<file path="src/rtl/hamming_pkg.sv">
// -----------------------------------------------------------------------------
// hamming_pkg
// Shared definitions for the (16,11) Hamming byte-serial encoder.
//
// Contents:
//   - width constants (MSG_W, CW_W, BYTE_W, CNT_W)
//   - FSM state enum used by hamming_encoder
//   - codeword bit-position constants for the parity bits
//   - mask of the codeword positions that carry message bits
//   - constant helper functions mapping message bits <-> codeword positions
//
// Optional feature macro (consumed by hamming_parity_gen):
//   HAMMING_ENC_SECDED_EN  defined   -> p0 = even overall parity (SECDED)
//                          undefined -> p0 = 0 (SEC-only codeword)
// -----------------------------------------------------------------------------
package hamming_pkg;

    localparam int MSG_W  = 11;   // message bits b11..b1
    localparam int CW_W   = 16;   // codeword width including p0
    localparam int BYTE_W = 8;    // output byte width
    localparam int CNT_W  = 8;    // width of the emitted-word counter

    typedef enum logic [1:0] {
        IDLE     = 2'd0,
        CALC     = 2'd1,
        SEND_LSW = 2'd2,
        SEND_MSW = 2'd3
    } state_t;

    // Parity bit positions in the codeword.
    localparam int POS_P0 = 0;
    localparam int POS_P1 = 1;
    localparam int POS_P2 = 2;
    localparam int POS_P4 = 4;
    localparam int POS_P8 = 8;

    // Positions 3, 5..7 and 9..15 carry b1..b11 in ascending order.
    localparam logic [CW_W-1:0] DATA_POS_MASK = 16'hFEE8;

    // Index of the message bit stored at codeword position pos
    // (number of data positions below pos).
    function automatic int data_index(input int pos);
        int idx;
        idx = 0;
        for (int j = 0; j < CW_W; j++) begin
            if (j < pos && DATA_POS_MASK[j]) begin
                idx = idx + 1;
            end
        end
        return idx;
    endfunction

    // Codeword position holding message bit index idx (0 -> b1).
    function automatic int data_pos(input int idx);
        int pos;
        int seen;
        pos  = 0;
        seen = 0;
        for (int j = 0; j < CW_W; j++) begin
            if (DATA_POS_MASK[j]) begin
                if (seen == idx) begin
                    pos = j;
                end
                seen = seen + 1;
            end
        end
        return pos;
    endfunction

    // Message-bit mask covered by the parity bit at position ppos: a data bit
    // is covered when its codeword position has the ppos bit set.
    function automatic logic [MSG_W-1:0] msg_cover(input int ppos);
        logic [MSG_W-1:0] m;
        m = '0;
        for (int i = 0; i < MSG_W; i++) begin
            if ((data_pos(i) & ppos) != 0) begin
                m[i] = 1'b1;
            end
        end
        return m;
    endfunction

endpackage

</file>
<file path="src/rtl/hamming_parity_gen.sv">
// -----------------------------------------------------------------------------
// hamming_parity_gen
// Purely combinational (16,11) Hamming codeword builder.
//
// Ports:
//   i_data      in  [MSG_W-1:0]  message bits, i_data[0]=b1 .. i_data[10]=b11
//   o_codeword  out [CW_W-1:0]   codeword: bit 0=p0, 1=p1, 2=p2, 3=b1, 4=p4,
//                                5..7=b2..b4, 8=p8, 9..15=b5..b11
//
// Optional feature macro: HAMMING_ENC_SECDED_EN
//   defined   -> p0 is the XOR of codeword bits 15..1 (even overall parity)
//   undefined -> p0 is tied to 0
// -----------------------------------------------------------------------------
module hamming_parity_gen
    import hamming_pkg::*;
(
    input  logic [MSG_W-1:0] i_data,
    output logic [CW_W-1:0]  o_codeword
);

    // Codeword bits 15..1; bit 0 (p0) is handled separately because it
    // depends on all of these.
    logic [CW_W-1:1] w_body;
    logic            w_p0;

    // Every position is either a message bit or a power-of-two parity bit.
    // A parity bit at position 2^k covers all data positions with bit k set,
    // so its coverage can be expressed directly as a message-bit mask.
    genvar gi;
    generate
        for (gi = 1; gi < CW_W; gi++) begin : g_pos
            if (DATA_POS_MASK[gi]) begin : g_data
                assign w_body[gi] = i_data[data_index(gi)];
            end else begin : g_parity
                localparam logic [MSG_W-1:0] COVER = msg_cover(gi);
                assign w_body[gi] = ^(i_data & COVER);
            end
        end
    endgenerate

`ifdef HAMMING_ENC_SECDED_EN
    assign w_p0 = ^w_body;
`else
    assign w_p0 = 1'b0;
`endif

    assign o_codeword = {w_body, w_p0};

endmodule

</file>
<file path="src/rtl/hamming_encoder.sv">
// -----------------------------------------------------------------------------
// hamming_encoder
// Accepts one 11-bit message word at a time, builds the 16-bit Hamming
// codeword one cycle later and emits it as two bytes (LSW then MSW) over a
// valid/ready interface. No input buffering: a new word is accepted only in
// IDLE, so accepted words are at least 4 cycles apart.
//
// Ports:
//   Clk         in   rising-edge clock
//   Reset_n     in   synchronous active-low reset
//   in_valid    in   in_data holds a message word
//   in_data     in   [10:0] message bits b11..b1 (in_data[0]=b1)
//   in_ready    out  word accepted this cycle when in_valid is also 1
//   out_valid   out  out_byte holds an encoded byte
//   out_byte    out  [7:0] encoded byte, LSW first then MSW
//   out_is_msw  out  1 while out_byte is the MSW
//   out_ready   in   consumer takes out_byte this cycle
//   words_done  out  [7:0] count of fully emitted codewords (wraps 255 -> 0)
//
// Optional feature macro: HAMMING_ENC_SECDED_EN (see hamming_parity_gen);
// selects SECDED (p0 = overall parity) instead of the SEC-only codeword.
// -----------------------------------------------------------------------------
module hamming_encoder
    import hamming_pkg::*;
(
    input  logic              Clk,
    input  logic              Reset_n,
    input  logic              in_valid,
    input  logic [MSG_W-1:0]  in_data,
    output logic              in_ready,
    output logic              out_valid,
    output logic [BYTE_W-1:0] out_byte,
    output logic              out_is_msw,
    input  logic              out_ready,
    output logic [CNT_W-1:0]  words_done
);

    state_t            r_state;
    state_t            w_state_next;
    logic [MSG_W-1:0]  r_data;
    logic [CW_W-1:0]   r_codeword;
    logic [CNT_W-1:0]  r_words_done;
    logic [CW_W-1:0]   w_codeword;

    hamming_parity_gen u_parity_gen (
        .i_data     (r_data),
        .o_codeword (w_codeword)
    );

    // ------------------------------------------------------------------
    // State register
    // ------------------------------------------------------------------
    always_ff @(posedge Clk) begin
        if (!Reset_n) begin
            r_state <= IDLE;
        end else begin
            r_state <= w_state_next;
        end
    end

    // ------------------------------------------------------------------
    // Next-state logic
    // ------------------------------------------------------------------
    always_comb begin
        w_state_next = r_state;
        case (r_state)
            IDLE: begin
                if (in_valid) begin
                    w_state_next = CALC;
                end
            end
            CALC: begin
                w_state_next = SEND_LSW;
            end
            SEND_LSW: begin
                if (out_ready) begin
                    w_state_next = SEND_MSW;
                end
            end
            SEND_MSW: begin
                if (out_ready) begin
                    w_state_next = IDLE;
                end
            end
            default: begin
                w_state_next = IDLE;
            end
        endcase
    end

    // ------------------------------------------------------------------
    // Output logic
    // Outputs are forced quiet while Reset_n is low so that nothing is
    // advertised during reset, whatever state the register still holds.
    // out_byte is only non-zero while out_valid is high; the byte comes
    // straight from the registered codeword, so it cannot change while the
    // consumer is stalling.
    // ------------------------------------------------------------------
    always_comb begin
        in_ready   = 1'b0;
        out_valid  = 1'b0;
        out_is_msw = 1'b0;
        out_byte   = '0;
        if (Reset_n) begin
            case (r_state)
                IDLE: begin
                    in_ready = 1'b1;
                end
                SEND_LSW: begin
                    out_valid = 1'b1;
                    out_byte  = r_codeword[BYTE_W-1:0];
                end
                SEND_MSW: begin
                    out_valid  = 1'b1;
                    out_is_msw = 1'b1;
                    out_byte   = r_codeword[CW_W-1:BYTE_W];
                end
                default: begin
                    in_ready = 1'b0;
                end
            endcase
        end
    end

    // ------------------------------------------------------------------
    // Datapath registers
    // The word counter only advances on the MSW handshake, so a reset at
    // any earlier point drops the word without counting it.
    // ------------------------------------------------------------------
    always_ff @(posedge Clk) begin
        if (!Reset_n) begin
            r_data       <= '0;
            r_codeword   <= '0;
            r_words_done <= '0;
        end else begin
            if (r_state == IDLE && in_valid) begin
                r_data <= in_data;
            end
            if (r_state == CALC) begin
                r_codeword <= w_codeword;
            end
            if (r_state == SEND_MSW && out_ready) begin
                r_words_done <= r_words_done + 1'b1;
            end
        end
    end

    assign words_done = r_words_done;

endmodule

</file>
<file path="config.mk">
export PLATFORM = sky130hd
export DESIGN_NAME = hamming_encoder
export DESIGN_NICKNAME = d
export VERILOG_FILES = /design/src/rtl/hamming_pkg.sv /design/src/rtl/hamming_parity_gen.sv /design/src/rtl/hamming_encoder.sv
export SDC_FILE = /design/constraint.sdc
export NUM_CORES = 1
export LEC_CHECK = 0
export ABC_AREA = 0
export BUFFER_PORTS_ARGS = -buffer_cell sky130_fd_sc_hd__buf_2
export CORE_ASPECT_RATIO = 2
export CORE_MARGIN = 1
export CORE_UTILIZATION = 25
export CTS_CLUSTER_SIZE = 12
export DETAILED_ROUTE_END_ITERATION = 8
export MAX_ROUTING_LAYER = met4
export PLACE_DENSITY = 0.48
export SLEW_MARGIN = 20
export SYNTH_ARGS = -nofsm -noshare
export SYNTH_HDL_FRONTEND = slang
export SYNTH_SLANG_ARGS = --single-unit
</file>
<file path="constraint.sdc">
create_clock -name Clk -period 2.08 [get_ports Clk]
set_input_delay 0.104 -clock Clk [delete_from_list [all_inputs] [get_ports Clk]]
set_output_delay 0.104 -clock Clk [all_outputs]
set_load 0.02 [all_outputs]
</file>
==> impl_metrics.yaml <==
clocking:
  cts_tree: "built"
  path_clk_slew_ns: 0.06
  clock_path_buffers: 2
  cts_root_buffer: "clkbuf_16"
  cts.sinks: 36
  cts_inserted_buffers: 5
  htreeDepth: 2
  worst_skew_pair.late_latency_ns: 0.28
placement:
  dp.cells: 310
  hpwl_um: 3432
  numPortBuffers: 33
  place_congestion: 0.7115
synthesis:
  synth.largest_area_cell: "dfxtp_1"
  synth_simple_gate_area_share_pct: 18.47
  synth.top_cell.area_share_pct: 40.76
  ys_warn_count: 0
  syn_inst: 195
  synth_compound_area_share_pct: 12.95
  synthMuxAreaShare_pct: 6.228
  syn_nets: 217
  async_flop_share_pct: 0
  syn-mean-instance-area_sq_um: 9.066
  yosysSeqAreaShare_pct: 40.76
  synth-seq-cells: 36
  synth_fa_ha_area_share_pct: 4.954
  synth_area_leaders: "dfxtp_1, xnor3_1, mux2i_1"
  synth_xor_area_share_pct: 13.09
  syn_area_sq_um: 1768
  ys_types: 35
  synthFlopType: "dfxtp_1"
  synth-edff-count: 0
  synth_top_family_by_area: "simple AND/OR/NAND/NOR gates"
die:
  die_w_um: 61.47
  start_util_pct: 25.67
  coreArea_sq_um: 6887
  die_area_sq_um: 7433
  rows: 43
  ios: 34
  die_h_um: 120.9
timing:
  worst_pin_slew_ns: 0.4388
  grt_setup_unrepaired: "no"
  hold_violations: 0
  slew_headroom_pct: 70.74
  period_share_pct: 86.30
  worst_clock_skew_ns: 0.003283
  fmaxAchievable_mhz: 557.1
  tns_ns: 0
  holdWs_ns: 0.06181
  fin_crit_ns: 1.795
  setup_violations: 0
  slew_viol_final: 0
power:
  p_per_area_nw_per_um2: 1240
  cellLeakagePower_nw: 0.9236
  peakVddDrop_v: 0.0004686
  power_mw: 2.741
global_route:
  grtUsageTotal_pct: 14.06
  grt_overflow: 0
  grt_max_degree: 22
  first_global_vias: 1468
  antenna_found_initial: 0
  grt_pass1_wl_um: 7293
final_layout:
  finalNonFillerCells: 318
  area_growth_pct: 25.05
  drive_gt1_share_pct: 21.05
  nets: 249
  fillers: 780
  n_antenna_cell: 0
routing:
  drt_iter0_drc: 61
  route.final.wire_length_um: 4471
  vias: 1448
  viasPerCell: 4.553
  post_drt_wl_per_cell_um: 14.06
  drc_errors: 0
  dr.pass1.iters: 4
  antenna_left: 0
critical_path:
  endpoint_kind: "primary output"
  cp_max_fo: 8
  arrival_ns: 1.69
  path_class: "reg2out"
  crit_required_ns: 1.98
  start_kind: "flip-flop"
  ff2ff_setup_slack_ns: 0.39
run:
  drv_cap: 0
worst_hold_path:
  hold_path.class: "in2reg"
run_status:
  status: "finished clean"
==> synth_stat cells, types with 3 or more instances <==
master	number
mux2i_1	11
o21ai_0	6
clkbuf_1	8
a21oi_1	19
or3_1	3
dfxtp_1	36
inv_1	5
nand3_1	5
ha_1	7
nand3b_1	3
nor2_1	20
xnor2_1	6
a22oi_1	7
and2_1	3
xnor3_1	5
nand2_1	27
==> path summary, 6_finish.rpt <==
check           startpoint            end  depth (start not counted)
max reg2reg     r_state[0]  words_done[7]                          4
max             r_state[0]    out_byte[2]                          5
min             in_data[5]      r_data[5]                          3
min reg2reg  words_done[7]  words_done[7]                          2
==> state kept, by name, summed over array words and instances, names as in the netlist <==
register	count
r_codeword	15
words_done	8
r_data	11
r_state	2
==> layout by cell type (no fill, tap or decap), drive strengths merged, types with 2 or more instances in the layout <==
cell,count
nand4,2
nand2,27
a21oi,19
o21ai,8
o31ai,2
xnor2,6
nand3b,3
nand3,5
and2,3
mux2i,11
ha,7
xor2,2
xor3,2
or3,3
dfxtp,36
nor2,20
or4,2
a22oi,7
buf,36
inv,5
xnor3,5
clkbuf,7
==> worst max-delay path, cell delays in order (launching register included) <==
cell and delay (ns):
dfxtp_1 0.40, inv_1 0.12, ha_1 0.24, o21ai_2 0.37
nor2_1 0.11, buf_2 0.18
==> report_power, final <==
group | switching, mW | internal, mW
Sequential | 0.106 | 0.803
Clock | 0.282 | 0.631
Combinational | 0.464 | 0.455
==> cells by family after synthesis <==
logic type      Yosys count
flops                    36
xor+xnor                 15
fa+ha+maj                 7
simple gates             71
buf+inv                  16
compound gates           39
mux                      11
==> metrics by stage <==
step | worst slack (ns) | cell area (sq um) | util (%)
final | 0.2849 | 2211 | 32.10
after global routing | 0.1669 | 2211 | 32.10
after CTS | 0.04530 | 2207 | 32.05
after detailed placement | 0.3313 | 2024 | 29.40
after global placement | 0.3837 | 2024 | 29.40
after floorplan | 0.5824 | 1768 | -
==> cell type report <==
type	count	area, sq um	area share [%]
multi-input cells	143	988.4	44.71
flip-flops and latches	36	720.7	32.60
repair buffers	36	187.7	8.489
clock buffers	7	152.6	6.904
well taps	90	112.6	5.093
clock inverters	1	30.03	1.358
inverters	5	18.77	0.8489
==> timing repair <==
item                                    CTS  global route
hold buffers                              0             0
setup buffers                             0             0
endpoints found under the setup margin    0             8
resized for setup                         0             1
==> routing by layer <==
layer	part of all wire, %	GRT usage (%)
met1	36	14.08
met2	60	25.75
met3	2.3	2.345
met4	2.0	5.417
met5	0	-
Note: power is estimated with default switching activity, not from simulation.
